==> src/rtl/mic_sample_sequencer.sv <==
// Paces MIC3 reader requests at the audio sample rate and converts offset-binary samples to two's complement.
// Samples are buffered in a FWFT FIFO. Define MIC_DC_REMOVE_EN to insert a DC-blocking stage before the FIFO.
module mic_sample_sequencer #(
  parameter int CLK_HZ      = 100000000,
  parameter int SAMPLE_HZ   = 48000,
  parameter int FIFO_DEPTH  = 16,
  parameter int TIMEOUT_CYC = 1024
) (
  input  logic                          clk,
  input  logic                          rst_n,
  input  logic                          enable,
  output logic                          read,
  input  logic [11:0]                   audio_in,
  input  logic                          new_data_in,
  output logic [15:0]                   m_data,
  output logic                          m_valid,
  input  logic                          m_ready,
  output logic [$clog2(FIFO_DEPTH):0]   fifo_count,
  output logic [7:0]                    overrun_cnt,
  output logic [7:0]                    miss_cnt,
  output logic                          timeout_flag
);
  localparam int DIV = CLK_HZ / SAMPLE_HZ;
  localparam int TW  = $clog2(DIV) + 1;
  localparam int AW  = $clog2(FIFO_DEPTH);
  localparam int CW  = AW + 1;
  localparam int OW  = $clog2(TIMEOUT_CYC) + 1;
  localparam logic [TW-1:0] DIV_LAST = TW'(DIV - 1);
  localparam logic [OW-1:0] TO_LAST  = OW'(TIMEOUT_CYC - 1);
  localparam logic [CW-1:0] DEPTH_C  = CW'(FIFO_DEPTH);

  typedef enum logic [1:0] {
    IDLE      = 2'd0,
    WAIT_TICK = 2'd1,
    REQ       = 2'd2,
    WAIT_DATA = 2'd3
  } state_t;

  function automatic logic [15:0] to_twos(input logic [11:0] a);
    to_twos = {{4{~a[11]}}, ~a[11], a[10:0]};
  endfunction

  function automatic logic [7:0] sat_inc8(input logic [7:0] v);
    if (v == 8'hFF) sat_inc8 = v;
    else            sat_inc8 = v + 8'd1;
  endfunction

  state_t          state_r, state_s;
  logic [TW-1:0]   tick_cnt_r;
  logic [OW-1:0]   to_cnt_r;
  logic            tick_s, miss_s, capture_s, timeout_s;
  logic            read_r, timeout_r;
  logic [7:0]      overrun_r, miss_r;
  logic [15:0]     mem_r [FIFO_DEPTH];
  logic [AW-1:0]   wr_ptr_r, rd_ptr_r;
  logic [CW-1:0]   count_r;
  logic            pop_s, push_s, drop_s;
  logic [15:0]     x_s, fifo_wdata_s;

  assign tick_s = enable && (tick_cnt_r == DIV_LAST);
  assign miss_s = tick_s && ((state_r == REQ) || (state_r == WAIT_DATA));
  assign x_s    = to_twos(audio_in);

`ifdef MIC_DC_REMOVE_EN
  function automatic logic [15:0] sat16(input logic [16:0] v);
    if (v[16] != v[15]) sat16 = v[16] ? 16'h8000 : 16'h7FFF;
    else                sat16 = v[15:0];
  endfunction

  logic signed [23:0] acc_r;
  logic        [15:0] avg_s;
  logic        [16:0] diff_s;

  // avg is acc>>>8 truncated to the 16-bit sample range
  assign avg_s        = acc_r[23:8];
  assign diff_s       = {x_s[15], x_s} - {avg_s[15], avg_s};
  assign fifo_wdata_s = sat16(diff_s);

  // DC estimate accumulator, updated on every captured sample
  always_ff @(posedge clk or negedge rst_n) begin
    if (!rst_n) begin
      acc_r <= 24'sd0;
    end else if (capture_s) begin
      acc_r <= acc_r + $signed({{7{diff_s[16]}}, diff_s});
    end else begin
      acc_r <= acc_r;
    end
  end
`else
  assign fifo_wdata_s = x_s;
`endif

  // Next-state logic; dropping enable forces IDLE from any state
  always_comb begin
    state_s   = state_r;
    capture_s = 1'b0;
    timeout_s = 1'b0;
    if (!enable) begin
      state_s = IDLE;
    end else begin
      case (state_r)
        IDLE:      state_s = WAIT_TICK;
        WAIT_TICK: begin
          if (tick_s) state_s = REQ;
          else        state_s = WAIT_TICK;
        end
        REQ:       state_s = WAIT_DATA;
        WAIT_DATA: begin
          if (new_data_in) begin
            capture_s = 1'b1;
            state_s   = WAIT_TICK;
          end else if (to_cnt_r == TO_LAST) begin
            timeout_s = 1'b1;
            state_s   = WAIT_TICK;
          end else begin
            state_s   = WAIT_DATA;
          end
        end
        default:   state_s = IDLE;
      endcase
    end
  end

  // State register, registered read strobe and sample-rate tick counter
  always_ff @(posedge clk or negedge rst_n) begin
    if (!rst_n) begin
      state_r    <= IDLE;
      read_r     <= 1'b0;
      tick_cnt_r <= {TW{1'b0}};
    end else begin
      state_r <= state_s;
      read_r  <= (state_s == REQ);
      if (!enable || tick_s) tick_cnt_r <= {TW{1'b0}};
      else                   tick_cnt_r <= tick_cnt_r + {{(TW-1){1'b0}}, 1'b1};
    end
  end

  // Timeout counter is zero on entry to REQ and counts cycles since the strobe
  always_ff @(posedge clk or negedge rst_n) begin
    if (!rst_n) begin
      to_cnt_r  <= {OW{1'b0}};
      timeout_r <= 1'b0;
    end else begin
      if ((state_r == REQ) || (state_r == WAIT_DATA)) to_cnt_r <= to_cnt_r + {{(OW-1){1'b0}}, 1'b1};
      else                                             to_cnt_r <= {OW{1'b0}};
      if (!enable)        timeout_r <= 1'b0;
      else if (timeout_s) timeout_r <= 1'b1;
      else                timeout_r <= timeout_r;
    end
  end

  assign pop_s  = (count_r != {CW{1'b0}}) && m_ready;
  assign push_s = capture_s && ((count_r != DEPTH_C) || pop_s);
  assign drop_s = capture_s && !push_s;

  // FIFO storage, pointers and occupancy; a full FIFO still accepts when popping
  always_ff @(posedge clk or negedge rst_n) begin
    if (!rst_n) begin
      for (int i = 0; i < FIFO_DEPTH; i++) mem_r[i] <= 16'h0000;
      wr_ptr_r <= {AW{1'b0}};
      rd_ptr_r <= {AW{1'b0}};
      count_r  <= {CW{1'b0}};
    end else begin
      if (push_s) begin
        mem_r[wr_ptr_r] <= fifo_wdata_s;
        wr_ptr_r        <= wr_ptr_r + {{(AW-1){1'b0}}, 1'b1};
      end else begin
        wr_ptr_r <= wr_ptr_r;
      end
      if (pop_s) rd_ptr_r <= rd_ptr_r + {{(AW-1){1'b0}}, 1'b1};
      else       rd_ptr_r <= rd_ptr_r;
      case ({push_s, pop_s})
        2'b10:   count_r <= count_r + {{(CW-1){1'b0}}, 1'b1};
        2'b01:   count_r <= count_r - {{(CW-1){1'b0}}, 1'b1};
        default: count_r <= count_r;
      endcase
    end
  end

  // Saturating status counters
  always_ff @(posedge clk or negedge rst_n) begin
    if (!rst_n) begin
      overrun_r <= 8'd0;
      miss_r    <= 8'd0;
    end else begin
      if (drop_s) overrun_r <= sat_inc8(overrun_r);
      else        overrun_r <= overrun_r;
      if (miss_s) miss_r <= sat_inc8(miss_r);
      else        miss_r <= miss_r;
    end
  end

  assign read         = read_r;
  assign m_data       = mem_r[rd_ptr_r];
  assign m_valid      = (count_r != {CW{1'b0}});
  assign fifo_count   = count_r;
  assign overrun_cnt  = overrun_r;
  assign miss_cnt     = miss_r;
  assign timeout_flag = timeout_r;

endmodule

==> config.mk <==
export PLATFORM = sky130hd
export DESIGN_NAME = mic_sample_sequencer
export DESIGN_NICKNAME = d
export VERILOG_FILES = /design/src/rtl/mic_sample_sequencer.sv
export SDC_FILE = /design/constraint.sdc
export NUM_CORES = 1
export LEC_CHECK = 0
export BUFFER_PORTS_ARGS = -buffer_cell sky130_fd_sc_hd__buf_2
export CAP_MARGIN = 20
export CELL_PAD_IN_SITES_DETAIL_PLACEMENT = 0
export CELL_PAD_IN_SITES_GLOBAL_PLACEMENT = 1
export CORE_AREA = 2 2 191 193
export DETAILED_ROUTE_END_ITERATION = 10
export DIE_AREA = 0 0 193 195
export MAX_ROUTING_LAYER = met4
export PLACE_DENSITY_LB_ADDON = 0.1
export SLEW_MARGIN = 20
export SYNTH_ARGS = -nofsm -noshare
export SYNTH_HDL_FRONTEND = slang
export SYNTH_SLANG_ARGS = --single-unit
==> constraint.sdc <==
create_clock -name clk -period 3.4 [get_ports clk]
set_input_delay 0.17 -clock clk [delete_from_list [all_inputs] [get_ports clk]]
set_output_delay 0.17 -clock clk [all_outputs]
set_load 0.02 [all_outputs]
-- Word-level counts from Yosys, hierarchy flattened
Cells that the tools add are included.
- add/subtract/negate cells: 8
- magnitude comparators: 3
- equality and inequality tests: 12
- muxes and demuxes: 23
- bitwise gates (word level): 5
- reductions and logical operators: 16
- operator list (operator ; number):
    256-bit bitwise mux ; 1
    16-bit binary-select mux with 4-bit select ; 1
    16-bit demux with 4-bit select ; 1
    16-bit 2-to-1 mux ; 3
    8-bit by 1-bit adder with 8-bit output, second input constant ; 2
    8-bit == test, second input constant ; 2
    13-bit by 1-bit adder with 13-bit output, second input constant ; 1
    13-bit by 12-bit == test with 1-bit output, second input constant ; 1
    13-bit 2-to-1 mux ; 1
    11-bit by 1-bit adder with 11-bit output, second input constant ; 1
    11-bit by 10-bit == test with 1-bit output, second input constant ; 1
    11-bit 2-to-1 mux ; 1
    5-bit greater-or-equal comparator, second input constant ; 2
    4-bit NOT with 5-bit output ; 2
    5-bit case mux with 2 select lines ; 1
    1-bit 2-to-1 mux ; 9
    4-bit by 1-bit adder with 4-bit output, second input constant ; 2
    2-bit == test, second input constant ; 4
    2-bit 2-to-1 mux ; 4
    2-bit case mux with 4 select lines ; 1
    1-bit logical AND ; 6
    5-bit by 1-bit adder with 5-bit output, second input constant ; 1
    5-bit by 1-bit < comparator with 1-bit output, second input constant ; 1
    5-bit inequality test, second input constant ; 1
    other kinds (10) ; 17
- bits in registers: 313
- output and inout bits: 40
- logic and storage cells: 93

-- Depth between registers and ports, before layout
- word-level depth: 7
- depth in mapped cells: 12
- depth with buffers taken out: 10

-- Least setup slack after synthesis
No wires, ideal clock.
- path kind: reg-to-reg
- from: register count_r[1], in the netlist fifo_count[1]
- to: register count_r[4], in the netlist fifo_count[4]
- setup time: 0.154 ns
- arrival: 2.932 ns
- required time: 3.246 ns
- setup slack: 0.314 ns
- stages on the path, launching flop included: 11
- buffers on the path: 1
- cells stage by stage: dfrtp_1 nor4_4 buf_2 a21oi_1 inv_1 ha_1 ha_1 nor2b_1 o21a_1 o311ai_0 o311ai_0
- cells in the longest elaborated chain, start to end: 6
- elaborated cells between the ends (all ways): 11
- those cells by class: add/sub: 2; eq/ne: 3; mux: 1; reduce/logical: 5
- RTL lines (element ; RTL line ; source):
    from (decl) ; 56 ; logic [CW-1:0] count_r;
    from (signal assigned) ; 162 ; count_r <= {CW{1'b0}};
    from (signal assigned) ; 173 ; 2'b10: count_r <= count_r + {{(CW-1){1'b0}}, 1'b1};
    from (signal assigned) ; 174 ; 2'b01: count_r <= count_r - {{(CW-1){1'b0}}, 1'b1};
    5-bit nonzero test ; 152 ; assign pop_s = (count_r != {CW{1'b0}}) && m_ready;
    1-bit logical AND ; 152 ;
    1-bit logical OR ; 153 ; assign push_s = capture_s && ((count_r != DEPTH_C) || pop_s);
    1-bit logical AND ; 153 ;
    2-bit by 1-bit == test with 1-bit output or 2-bit == test (tied branches) ; 172 ; case ({push_s, pop_s})
    5-bit case mux with 2 select lines or 2-bit nonzero test (tied branches) ; - ;
Parallel ways exist; a longest one is shown, timed or not.
A chain may end at the register's enable or synchronous reset.

-- Worst setup path in the final report
- from: register count_r[0], in the netlist fifo_count[0]
- to: register count_r[4], in the netlist fifo_count[4]
- cells in the longest elaborated chain, start to end: 6
- elaborated cells between the ends (all ways): 11
- those cells by class: add/sub: 2; eq/ne: 3; mux: 1; reduce/logical: 5
- RTL lines (element ; RTL line ; source):
    5-bit nonzero test (*) ; 152 ;
    1-bit logical AND (*) ; 152 ;
    via pop_s ; 57 ; logic pop_s, push_s, drop_s;
    1-bit logical OR ; 153 ;
    1-bit logical AND ; 153 ;
    2-bit by 1-bit == test with 1-bit output or 2-bit == test (tied branches) ; 172 ;
    5-bit case mux with 2 select lines or 2-bit nonzero test (tied branches) ; - ;
Mark *: on every way through the listed nets, which the timed path passes. The rest lies on a longest branch.

==> results.md <==
* P_sw at 2.268 mW
* CTS Root Cell: clkbuf_16
* Starting DRT DRC Count at 236
* Yosys warning count at 0
* Fin. max-slew vios at 0
* Cell taking the most area after synthesis: dfrtp_1
* Setup TNS at 0 ns
* Core region area at 35400 um2
* Worst-path clk slew at 0.06 ns
* Post-placement setup slack at 0.3979 ns
* Sequential Power Share at 41.3%
* Register-to-Register Path Depth at 8
* Max-capacitance violation count at 0
* Reg2Reg Setup Slack at 0.37 ns
* Initial antenna violation count at 0
* Die Ht at 195 um
* Most used DFF post-synth: dfrtp_1
* Initial Utilization at 32.88%
* Final Critical Period at 3.028 ns
* P&R area growth vs syn at 17.73%
* Avg WL per Cell at 21.15 um
* Internal power at 5.637 mW
* Unrepaired setup endpoints after global routing: no
* Die Width at 193 um
* Worst Path Required at 3.80 ns
* R2r endpoint: fifo_count[4]
* Share of cells above drive strength 1 at 41.16%
* Crit-path max cell delay at 0.57 ns
* Placed Area at 12610 um2
* # resized after CTS at 0
* Total routed wirelength at 29510 um
* Final Instance Area at 13700 um2
* TritonCTS buffer count at 31
* Hold Path Depth at 2
* Hold WC Path Type: in2reg
* Syn_area_per_cell at 13.80 um2
* Kind of critical path: reg2reg
* Register Area at 6236 um2
* Ys async rst share at 100.0%
* Final GP Congestion at 0.7644
* Syn Nets at 875
* Number of port buffers at 56
* Synthesized cell area at 11640 um2
* DR vias/cell at 5.149
* Comb pwr share at 16.3%
* Synth Register Bits at 249
* I/O pin count at 57
* Peak VDD IR at 0.4577 mV
* Worst-Margin Slew at 0.8546 ns
* CTS Hold Bufs at 4
* Clock Sinks at 249
* Drt first pass iters at 4
* Cells after synthesis at 843
* Clock network power share at 42.4%
* CTS tree: built
* Adder-cell share of the synthesized area at 1.677%
* Clock latency at the later pin of the worst-skew pair at 0.57 ns
* Arr. time, crit path at 3.43 ns
* Post-synthesis compound-gate area fraction at 5.440%
* Number of H-tree levels at 1
* Pin count of the biggest net entering global routing at 107
* Switching share of power at 28.69%
* Mux cell area share after synthesis at 26.79%
* Post-CTS setup buffer count at 0
* Congestion Overflow GR at 0
* Die Area at 37640 um2
* Post-synth cell types at 48
* Row count at 69
* HPWL after detailed placement at 18330 um
* All-Layer GR Usage at 16.69%
* Vias at 7183
* Post-synth top area share at 53.54%
* DRC at 0
* Fill cells at 3349
* Vias in the first global route at 7772
* Slowest-stage cell, CP: or4_1
* Worst r2r src: fifo_count[0]
* LEAKAGE at 6.430 nW
* Sequence of cells on the critical path: or4_1 > o21a_1 > ha_1 > ha_1 > nor2b_1 > o21a_1 > o311ai_0 > o311ai_0
* Status: finished, final reports clean
* Worst Hold End: mem_r[112]
* Cell area power density at 576.9 nW/um2
* Hold Fails Final Rpt at 0
* Critical path peak fanout at 8
* Crit path launch type: register
* # setup viols final at 0
* Max Root-Sink Buffers at 3
* Net count, final at 941
* Synth area leaders: dfrtp_1 (54%), mux2_2 (17%), mux4_2 (9.3%)
* Register area share after synthesis at 53.54%
* Fmax at 0.3303 GHz
* Final core utilization at 38.71%
* Xor-xnor portion of the synthesized cell area at 2.785%
* Synth Area in Simple Gates at 6.956%
* Fin worst setup slack at 0.3722 ns
* Final ANT Viol Nets at 0
* Post-synth EDFFs at 0
* First-pass GRT wire length at 46410 um
* Post-route clock skew at 0.01685 ns
* HP Start: audio_in[0]
* Critical Path End Type: register
* Slew headroom at 43.03%
* Area occupied by multi-input gates at 5147 um2
* Fin crit share at 89.05%
* Largest family of logic cells by synthesized area: multiplexers
## power by group through the flow
stage | clock, mW | combinational [mW] | sequential (mW)
2_1_floorplan | 0 | 0.849 | 3.19
3_3_place_gp | 0 | 1.31 | 3.32
3_5_place_dp | 0 | 1.33 | 3.32
4_1_cts | 3.47 | 1.33 | 3.27
5_1_grt | 3.60 | 1.41 | 3.29
6_report | 3.35 | 1.29 | 3.26
## per-layer routing
metal	global-route usage [%]	wire length, um	vias to the layer above
met1	21.00	12840	3805
li1	-	-	3227
met5	-	0	-
met4	3.956	656	0
met2	28.47	15130	102
met3	2.247	884	49
## cell usage in the layout (no fill, tap or decap), types with 17 or more instances in the layout
master,count
a21oi_1,19
a22oi_1,24
buf_4,29
xor2_1,20
nand3_1,17
clkbuf_16,31
mux2_2,180
dfrtp_1,247
xnor2_1,17
nor2_1,40
nand2_1,31
buf_2,55
mux4_2,48
## sequential cells by signal, indices dropped and copies added (netlist names), 4 cells and up
register / count
rd_ptr_r: 4
fifo_count: 5
overrun_cnt: 8
miss_cnt: 8
mem_r: 192
tick_cnt_r: 13
to_cnt_r: 11
wr_ptr_r: 4
## cell type report
type	count	share of cell area, %
flip-flops and latches	249	45.52
multi-input cells	518	37.57
clock buffers	46	6.365
repair buffers	93	4.584
well taps	461	4.210
clock inverters	11	1.297
inverters	16	0.4384
diodes	1	0.01826
## worst max-delay path, delay by kind of cell, from the launching register on
family,cells,cell delay [ns]
compound gates,4,0.97
simple gates,2,0.74
fa+ha+maj,2,0.70
flops,1,0.46
## cell families after synthesis
| group | count (synthesis) |
|---|---|
| fa+ha+maj | 15 |
| compound gates | 82 |
| mux | 229 |
| simple gates | 155 |
| xor+xnor | 37 |
| flops | 249 |
| buf+inv | 76 |
## Yosys cell counts, types with 14 or more instances
library cell	number
mux2_2	180
xnor2_1	17
a22oi_1	24
buf_2	21
xor2_1	20
nand2_1	31
nor2_1	40
clkbuf_1	33
a21oi_1	19
nand3_1	17
inv_1	16
mux4_2	48
dfrtp_1	249
ha_1	14
## stage by stage
step | cells | power (mW) | hold WS (ns)
3_5_place_dp | 1333 | 4.650 | 0.3130
5_1_grt | 1394 | 8.300 | 0.06607
3_3_place_gp | 1333 | 4.627 | 0.2791
6_report | 1395 | 7.904 | 0.06898
4_1_cts | 1394 | 8.073 | 0.03805
2_1_floorplan | 843 | 4.041 | -0.1256
## worst max path at each step
stage	start	to	slack, ns
after floorplan	fifo_count[1]	fifo_count[4]	0.31
after global placement	fifo_count[0]	fifo_count[4]	0.46
after detailed placement	fifo_count[0]	fifo_count[4]	0.40
after CTS	fifo_count[0]	fifo_count[4]	0.37
after global routing	fifo_count[0]	fifo_count[4]	0.20
final	fifo_count[0]	fifo_count[4]	0.37
(Power assumes the default switching activity.)
